--- config.mk ---
export PLATFORM = sky130hd
export DESIGN_NAME = keypad_scan
export DESIGN_NICKNAME = d
export VERILOG_FILES = /design/src/rtl/keypad_scan.sv
export SDC_FILE = /design/constraint.sdc
export NUM_CORES = 1
export LEC_CHECK = 0
export ABC_CLOCK_PERIOD_IN_PS = 3000
export BUFFER_PORTS_ARGS = -buffer_cell sky130_fd_sc_hd__buf_2
export CORE_MARGIN = 5
export CORE_UTILIZATION = 61
export CTS_CLUSTER_DIAMETER = 60
export CTS_CLUSTER_SIZE = 16
export DETAILED_ROUTE_END_ITERATION = 12
export GPL_ROUTABILITY_DRIVEN = 0
export PLACE_DENSITY_LB_ADDON = 0.25
export SLEW_MARGIN = 30
export SYNTH_ARGS = -nofsm -noshare
export SYNTH_HDL_FRONTEND = slang
export SYNTH_SLANG_ARGS = --single-unit
--- constraint.sdc ---
create_clock -name ck -period 3 [get_ports ck]
set_input_delay 0.3 -clock ck [delete_from_list [all_inputs] [get_ports ck]]
set_output_delay 0.3 -clock ck [all_outputs]
set_load 0.05 [all_outputs]
--- src/rtl/keypad_scan.sv ---
// keypad_scan
//    Scans a 4x4 active-low matrix keypad one column at a time, paced by an
//    external scan tick, debounces press and release, and reports the
//    accepted key as a 4-bit code with a one-cycle strobe and a held level.
//
// Ports
//    ck       in   1  system clock, rising edge
//    rst_n    in   1  asynchronous active-low reset
//    tick     in   1  scan strobe, one ck wide, spaced >= 4 ck
//    row      in   4  keypad row lines, active-low, asynchronous to ck
//    col      out  4  column drive, active-low, exactly one bit low
//    key      out  4  last accepted key, {row_idx, col_idx}
//    valid    out  1  one-cycle pulse on acceptance of a new key
//    pressed  out  1  high from acceptance until release is accepted
module keypad_scan #(
   parameter int DEBOUNCE_TICKS = 4
) (
   input  logic       ck,
   input  logic       rst_n,
   input  logic       tick,
   input  logic [3:0] row,
   output logic [3:0] col,
   output logic [3:0] key,
   output logic       valid,
   output logic       pressed
);

   localparam int CW = $clog2(DEBOUNCE_TICKS + 1);
   localparam logic [CW-1:0] CNT_ZERO = CW'(0);
   localparam logic [CW-1:0] CNT_ONE  = CW'(1);
   localparam logic [CW-1:0] CNT_DONE = CW'(DEBOUNCE_TICKS);

   typedef enum logic [1:0] {
      SCAN     = 2'd0,
      DEBOUNCE = 2'd1,
      HELD     = 2'd2,
      RELEASE  = 2'd3
   } state_t;

   // Index of the lowest-numbered zero bit; lowest row wins on multi-row hits.
   function automatic logic [1:0] low_zero(input logic [3:0] v);
      logic [1:0] idx;
      if (!v[0])      idx = 2'd0;
      else if (!v[1]) idx = 2'd1;
      else if (!v[2]) idx = 2'd2;
      else            idx = 2'd3;
      return idx;
   endfunction

   logic [3:0]    sync_meta_r;
   logic [3:0]    rs_r;
   state_t        state_r, state_next_s;
   logic [1:0]    c_r, c_next_s;
   logic [3:0]    col_r;
   logic [3:0]    cand_r, cand_next_s;
   logic [CW-1:0] cnt_r, cnt_next_s;
   logic [3:0]    key_r, key_next_s;
   logic          valid_r, valid_next_s;
   logic          pressed_r, pressed_next_s;

   logic          hit_s;
   logic [1:0]    r_s;
   logic [CW-1:0] cnt_inc_s;

   assign hit_s     = (rs_r != 4'b1111);
   assign r_s       = low_zero(rs_r);
   assign cnt_inc_s = cnt_r + CNT_ONE;

   assign col     = col_r;
   assign key     = key_r;
   assign valid   = valid_r;
   assign pressed = pressed_r;

   // Two-flop synchronizer for the asynchronous row lines.
   always_ff @(posedge ck or negedge rst_n) begin
      if (!rst_n) begin
         sync_meta_r <= 4'b1111;
         rs_r        <= 4'b1111;
      end else begin
         sync_meta_r <= row;
         rs_r        <= sync_meta_r;
      end
   end

   // Next-state and output decisions; everything is evaluated only on ticks.
   always_comb begin
      state_next_s   = state_r;
      c_next_s       = c_r;
      cand_next_s    = cand_r;
      cnt_next_s     = cnt_r;
      key_next_s     = key_r;
      valid_next_s   = 1'b0;
      pressed_next_s = pressed_r;
      if (tick) begin
         case (state_r)
            SCAN: begin
               if (hit_s) begin
                  // The column freezes once something is seen on it.
                  cand_next_s = {r_s, c_r};
                  if (CNT_ONE == CNT_DONE) begin
                     key_next_s     = {r_s, c_r};
                     valid_next_s   = 1'b1;
                     pressed_next_s = 1'b1;
                     cnt_next_s     = CNT_ZERO;
                     state_next_s   = HELD;
                  end else begin
                     cnt_next_s   = CNT_ONE;
                     state_next_s = DEBOUNCE;
                  end
               end else begin
                  c_next_s = c_r + 2'd1;
               end
            end
            DEBOUNCE: begin
               if (hit_s && ({r_s, c_r} == cand_r)) begin
                  if (cnt_inc_s == CNT_DONE) begin
                     key_next_s     = cand_r;
                     valid_next_s   = 1'b1;
                     pressed_next_s = 1'b1;
                     cnt_next_s     = CNT_ZERO;
                     state_next_s   = HELD;
                  end else begin
                     cnt_next_s = cnt_inc_s;
                  end
               end else begin
                  // Bounce: retry the same column, do not advance.
                  cnt_next_s   = CNT_ZERO;
                  state_next_s = SCAN;
               end
            end
            HELD: begin
               if (!hit_s) begin
                  if (CNT_ONE == CNT_DONE) begin
                     pressed_next_s = 1'b0;
                     c_next_s       = c_r + 2'd1;
                     cnt_next_s     = CNT_ZERO;
                     state_next_s   = SCAN;
                  end else begin
                     cnt_next_s   = CNT_ONE;
                     state_next_s = RELEASE;
                  end
               end else begin
                  state_next_s = HELD;
               end
            end
            RELEASE: begin
               if (!hit_s) begin
                  if (cnt_inc_s == CNT_DONE) begin
                     pressed_next_s = 1'b0;
                     c_next_s       = c_r + 2'd1;
                     cnt_next_s     = CNT_ZERO;
                     state_next_s   = SCAN;
                  end else begin
                     cnt_next_s = cnt_inc_s;
                  end
               end else begin
                  // Release bounce: back to held, no new strobe.
                  cnt_next_s   = CNT_ZERO;
                  state_next_s = HELD;
               end
            end
            default: begin
               cnt_next_s   = CNT_ZERO;
               state_next_s = SCAN;
            end
         endcase
      end else begin
         state_next_s = state_r;
      end
   end

   // State and output registers; col is stored decoded so it never glitches.
   always_ff @(posedge ck or negedge rst_n) begin
      if (!rst_n) begin
         state_r   <= SCAN;
         c_r       <= 2'd0;
         col_r     <= 4'b1110;
         cand_r    <= 4'h0;
         cnt_r     <= CNT_ZERO;
         key_r     <= 4'h0;
         valid_r   <= 1'b0;
         pressed_r <= 1'b0;
      end else begin
         state_r   <= state_next_s;
         c_r       <= c_next_s;
         col_r     <= ~(4'b0001 << c_next_s);
         cand_r    <= cand_next_s;
         cnt_r     <= cnt_next_s;
         key_r     <= key_next_s;
         valid_r   <= valid_next_s;
         pressed_r <= pressed_next_s;
      end
   end

endmodule

## After elaboration in Yosys (flattened, before gate mapping)

Index checks and enable logic that the tools add are counted.

- Mux-type cells: 30
- Shift operators: 1
- Reduce and logical (&&, ||, !) cells: 8
- Eq/ne operators: 14
- Bitwise gates (word level): 1
- Add/sub/neg operators: 2

Operators with widths:

| operator | number |
|---|---|
| 2-to-1 mux 2 bit | 11 |
| 2-to-1 mux 3 bit | 5 |
| inequality test 2 bit (second input constant) | 6 |
| case mux 3 bit (4 select lines) | 1 |
| 2-to-1 mux 1 bit | 10 |
| case mux 2 bit (4 select lines) | 1 |
| AND reduction 4 bit | 2 |
| inequality test 3 bit (second input constant) | 2 |
| AND reduction 3 bit | 2 |
| AND reduction 6 bit | 1 |
| equality test 2 bit (second input constant) | 2 |
| equality test 4 bit | 1 |
| inequality test 4 bit (second input constant) | 1 |
| inverter 4 bit | 1 |
| case mux 2 bit (2 select lines) | 1 |
| left shift 1 x 2 -> 4 bit (first input constant) | 1 |
| adder 3 x 1 -> 3 bit (second input constant) | 1 |
| equality test 3 bit (second input constant) | 1 |
| adder 2 x 1 -> 2 bit (second input constant) | 1 |
| equality test 2 x 1 -> 1 bit (second input constant) | 1 |
| zero test 2 bit | 1 |
| case mux 1 bit (2 select lines) | 1 |
| nonzero test 2 bit | 1 |
| logical AND 1 bit | 1 |

- Register bits after elaboration: 29
- Input port bits: 7
- Output and inout port bits: 10
- Logic and storage cells: 66

## Logic depth before layout (Yosys ltp)

- Word-level depth: 8
- Mapped depth: 8
- Mapped depth without buffers: 7

## Worst setup path after synthesis

OpenSTA, ideal clock, no wires.

- Path kind: register to register
- Start point: reg cnt_r[0]
- End point: reg col_r[2], in the netlist col[2]
- Arrival time: 1.736 ns
- Clock period less this slack: 1.819 ns
- Path buffers: 1
- Path slack: 1.181 ns
- Library setup time: 0.083 ns
- Stages on the path, launching flop included: 8
- Required time: 2.917 ns
- Path through: dfrtp_1 > ha_1 > xor2_1 > and2_1 > buf_2 > a211oi_4 > nand2_2 > o32a_1

- Longest elaborated chain between the ends: 8

RTL lines:

| item | RTL line | source |
|---|---|---|
| start: declaration | 56 | `logic [CW-1:0] cnt_r, cnt_next_s;` |
| start signal: assignment | 188 | `cnt_r <= cnt_next_s;` |
| adder 3 x 1 -> 3 bit | 67 | `assign cnt_inc_s = cnt_r + CNT_ONE;` |
| equality test 3 bit | 148 | `if (cnt_inc_s == CNT_DONE) begin` |
| 2-to-1 mux 2 bit | 148 |  |
| 2-to-1 mux 2 bit | 147 | `if (!hit_s) begin` |
| case mux 2 bit (2 select lines) | 95 | `case (state_r)` |
| 2-to-1 mux 2 bit | 94 | `if (tick) begin` |
| left shift 1 x 2 -> 4 bit | 186 | `col_r <= ~(4'b0001 << c_next_s);` |
| inverter 4 bit | 186 |  |
| end signal: assignment | 186 |  |
| end: declaration | 54 | `logic [3:0] col_r;` |

No other way between the ends.
A chain may end at the register's enable or synchronous reset.

## Worst setup path in the final report

- Start point: reg cnt_r[0]
- End point: reg key_r[1], in the netlist key[1]

- Longest elaborated chain between the ends: 3

RTL lines:

| item | RTL line | source |
|---|---|---|
| adder 3 x 1 -> 3 bit | 67 |  |
| equality test 3 bit | 116 | `if (cnt_inc_s == CNT_DONE) begin` |
| AND reduction 4 bit (no source line) | - |  |
| end signal: assignment | 189 | `key_r <= key_next_s;` |
| end: declaration | 57 | `logic [3:0] key_r, key_next_s;` |

No other way between the ends.

==> metrics.txt <==
fin crit share 69.53%; vias in the first global route just under 1000; M1 WL ~1.1 mm; P per Cell Area around 700 nW/um^2; port bufs 16; setup TNS 0 ps; DR vias 1033; largest family of logic cells by synthesized area simple AND/OR/NAND/NOR gates; Die Y 58.80 microns; fill count 166; DR iter-0 viols 19; Slew headroom 58.68%; Placeable Area approximately 2200 sq um; power share of the clock group 20.6%; area of the multi-input gates 660.6 sq um; synthesis warning total 0; Placed Area 1538 sq um; Post-DP HPWL 1.947 mm; Synth area leaders dfrtp_1 (31%), dfstp_2 (20%), ha_1 (5.2%); Synth Instances about 130; Max VDD drop 0.0005234 V; multiplexer area fraction after synthesis 6.288%; pin count of the biggest net entering global routing 30; vias per cell 5.869; Antenna Violating Nets Remaining 0; Seq. cell area 739.5 sq um; asr flop ratio synth 100.0%; Row Count 17; Switch Pwr 0.4188 mW; CTS Buffer Depth 2; critical path data arrival time 2310 ps; die area 3457 sq um; Antenna Cells 0; CTS buffer count 5; xor and xnor area share after synthesis 1.809%; Worst setup EP type flip-flop; CP required 3220 ps; register area share after synthesis 50.90%; CTS clk-pin slew, worst paths 90 ps; H-tree depth 2; HP Class in2reg; initial antenna violation count 0; uppermost routed layer met4; area leader, netlist dfrtp_1; worst hold path cell count 1; drt pass-1 iters 4; post-synthesis register bit count 29; RSZ-0062 raised after global routing no; Internal slightly below 0.7 mW; # DRC 0; CTS tree built; top post-synthesis cells by count dfrtp_1 (18), nand2_1 (15), dfstp_2 (11); Max Fclk 479.4 MHz; final setup vio count 0; Crit Path Category reg2reg; Tot Pwr 1.099 mW; Syn Nets 141; reg2reg path depth 6; Netlist cell types 47; post-synthesis compound-gate area fraction between 10% and 20%; total of max-cap violations 0; Adder-Cell Fraction of Synth Area just under 6%; Mapped Area 1453 sq um; simple-gate portion of the synthesized area between 15 and 20%; cell area after layout 1603 sq um; count leader, synth dfrtp_1; min Tclk post-route 2086 ps; CTS Sinks 29; Initial Util 65.04%; Die W 58.80 microns; WL met2 1.285 mm; Mean Syn Cell Area 11.35 sq um; routed wl met3 170 microns; Post-synth top flop dfrtp_1; status complete, no violations; Switching Fraction 38.11%; Post-layout nets 160; share of the synthesized area in the top cell type between 30% and 40%; Ports 17; worst setup margin 914.2 ps; first-pass GRT wire length 4.271 mm; Logic pwr share 32.3%; fraction of layout cells with a size suffix above 1 between 30% and 40%; Post-Route WL about 2.5 mm; crit path max fanout 7; grt ovf 0; max-slew violation count 0; CP Launch Type flip-flop; Worst-Margin Slew between 600 and 700 ps; total track usage 16.67%; clock network latency to the later pin of the worst-skew pair 330 ps; dpl ws 945.8 ps; Root Driver clkbuf_4; DR WL/cell 14.47 microns; Seq pwr share 47.0%; area grow syn2layout 10.34%; Post-synth EDFFs 0; leakage 0.7542 nW; clk_skew 3.369 ps; final hold violation count 0
## worst max-delay path, cell delays in order (launching register included)
cell and delay (ps):
dfrtp_1 420, ha_1 250, xor2_1 190, and2_1 320, nand2_1 130, nor2b_2 320, mux2_4 340
## cells in the final DEF (no fill, tap or decap), drive strengths merged, types with 2 or more instances in the layout
cell type  synthesis  routed
dfrtp             18      18
o21ai              5       5
clkinv             0       2
clkbuf             1       5
o211ai             3       3
nor3               4       4
a21oi              5       5
mux2i              2       2
a21o               2       2
nor4               3       3
nand3              2       2
inv                6       6
o32a               2       2
nor2               5       5
buf                4      16
nand2             16      16
mux2               5       5
nor2b              2       2
nand2b             3       3
xnor2              2       2
dfstp             11      11
and3               3       3
ha                 6       6
## path summary, 6_finish.rpt
path                                  endpoint            from  slack [ps]
worst min-delay path            sync_meta_r[0]          row[0]          60
worst min register to register         rs_r[2]  sync_meta_r[2]         360
worst max register to register          key[1]        cnt_r[0]         910
worst max-delay path                    key[1]        cnt_r[0]         910
min in group asynchronous               key[3]           rst_n         510
max in group asynchronous               c_r[1]           rst_n        2080
## final cells by class
| cell class | instances | area share, % |
|---|---|---|
| Timing Repair Buffer | 17 | 5.621 |
| Multi-Input combinational cell | 88 | 41.22 |
| Clock inverter | 3 | 1.093 |
| Clock buffer | 5 | 2.342 |
| Sequential cell | 29 | 46.14 |
| Inverter | 6 | 1.405 |
| Tap cell | 28 | 2.186 |
## stage by stage
stage | hold slack, ps | util (%) | cells
floorplan | 4.409 | - | 128
global placement | 334.2 | 68.85 | 167
detailed placement | 346.9 | 68.85 | 167
CTS | 44.67 | 71.76 | 176
global route | 22.13 | 71.76 | 176
finish | 55.94 | 71.76 | 176
## power groups by stage
stage          Sequential, mW  Clock, mW  Combinational [mW]
3_5_place_dp            0.525          0               0.357
6_report                0.517      0.227               0.355
2_1_floorplan           0.541          0               0.256
3_3_place_gp            0.520          0               0.347
4_1_cts                 0.517      0.234               0.359
5_1_grt                 0.529      0.255               0.400
## logic make-up (layout without fill, tap and decap cells)
logic type                 Yosys count  after routing
muxes                                7              7
DFF                                 29             29
and+or+nand+nor                     44             44
buffers and inverters               11             31
xor gates and xnor gates             3              3
AOI/OAI and AO/OA                   27             27
adders and majority gates            7              7
## per-layer routing
metal | track usage, % | vias up
met3 | 6.798 | 4
met2 | 25.71 | 27
li1 | - | 497
met5 | 0 | -
met4 | 5.502 | 0
met1 | 21.23 | 505
## state kept, by name, summed over array words and instances (netlist names)
| register | cells |
|---|---|
| key | 4 |
| state_r | 2 |
| cnt_r | 3 |
| valid | 1 |
| sync_meta_r | 4 |
| cand_r | 4 |
| pressed | 1 |
| col | 4 |
| rs_r | 4 |
| c_r | 2 |
## repair_timing
| item | CTS | global route |
|---|---|---|
| resized for setup | 0 | 0 |
| hold buffers | 1 | 0 |
| hold endpoints to repair | 18 | 0 |
| buffers inserted | 0 | 0 |
(Power assumes the default switching activity.)
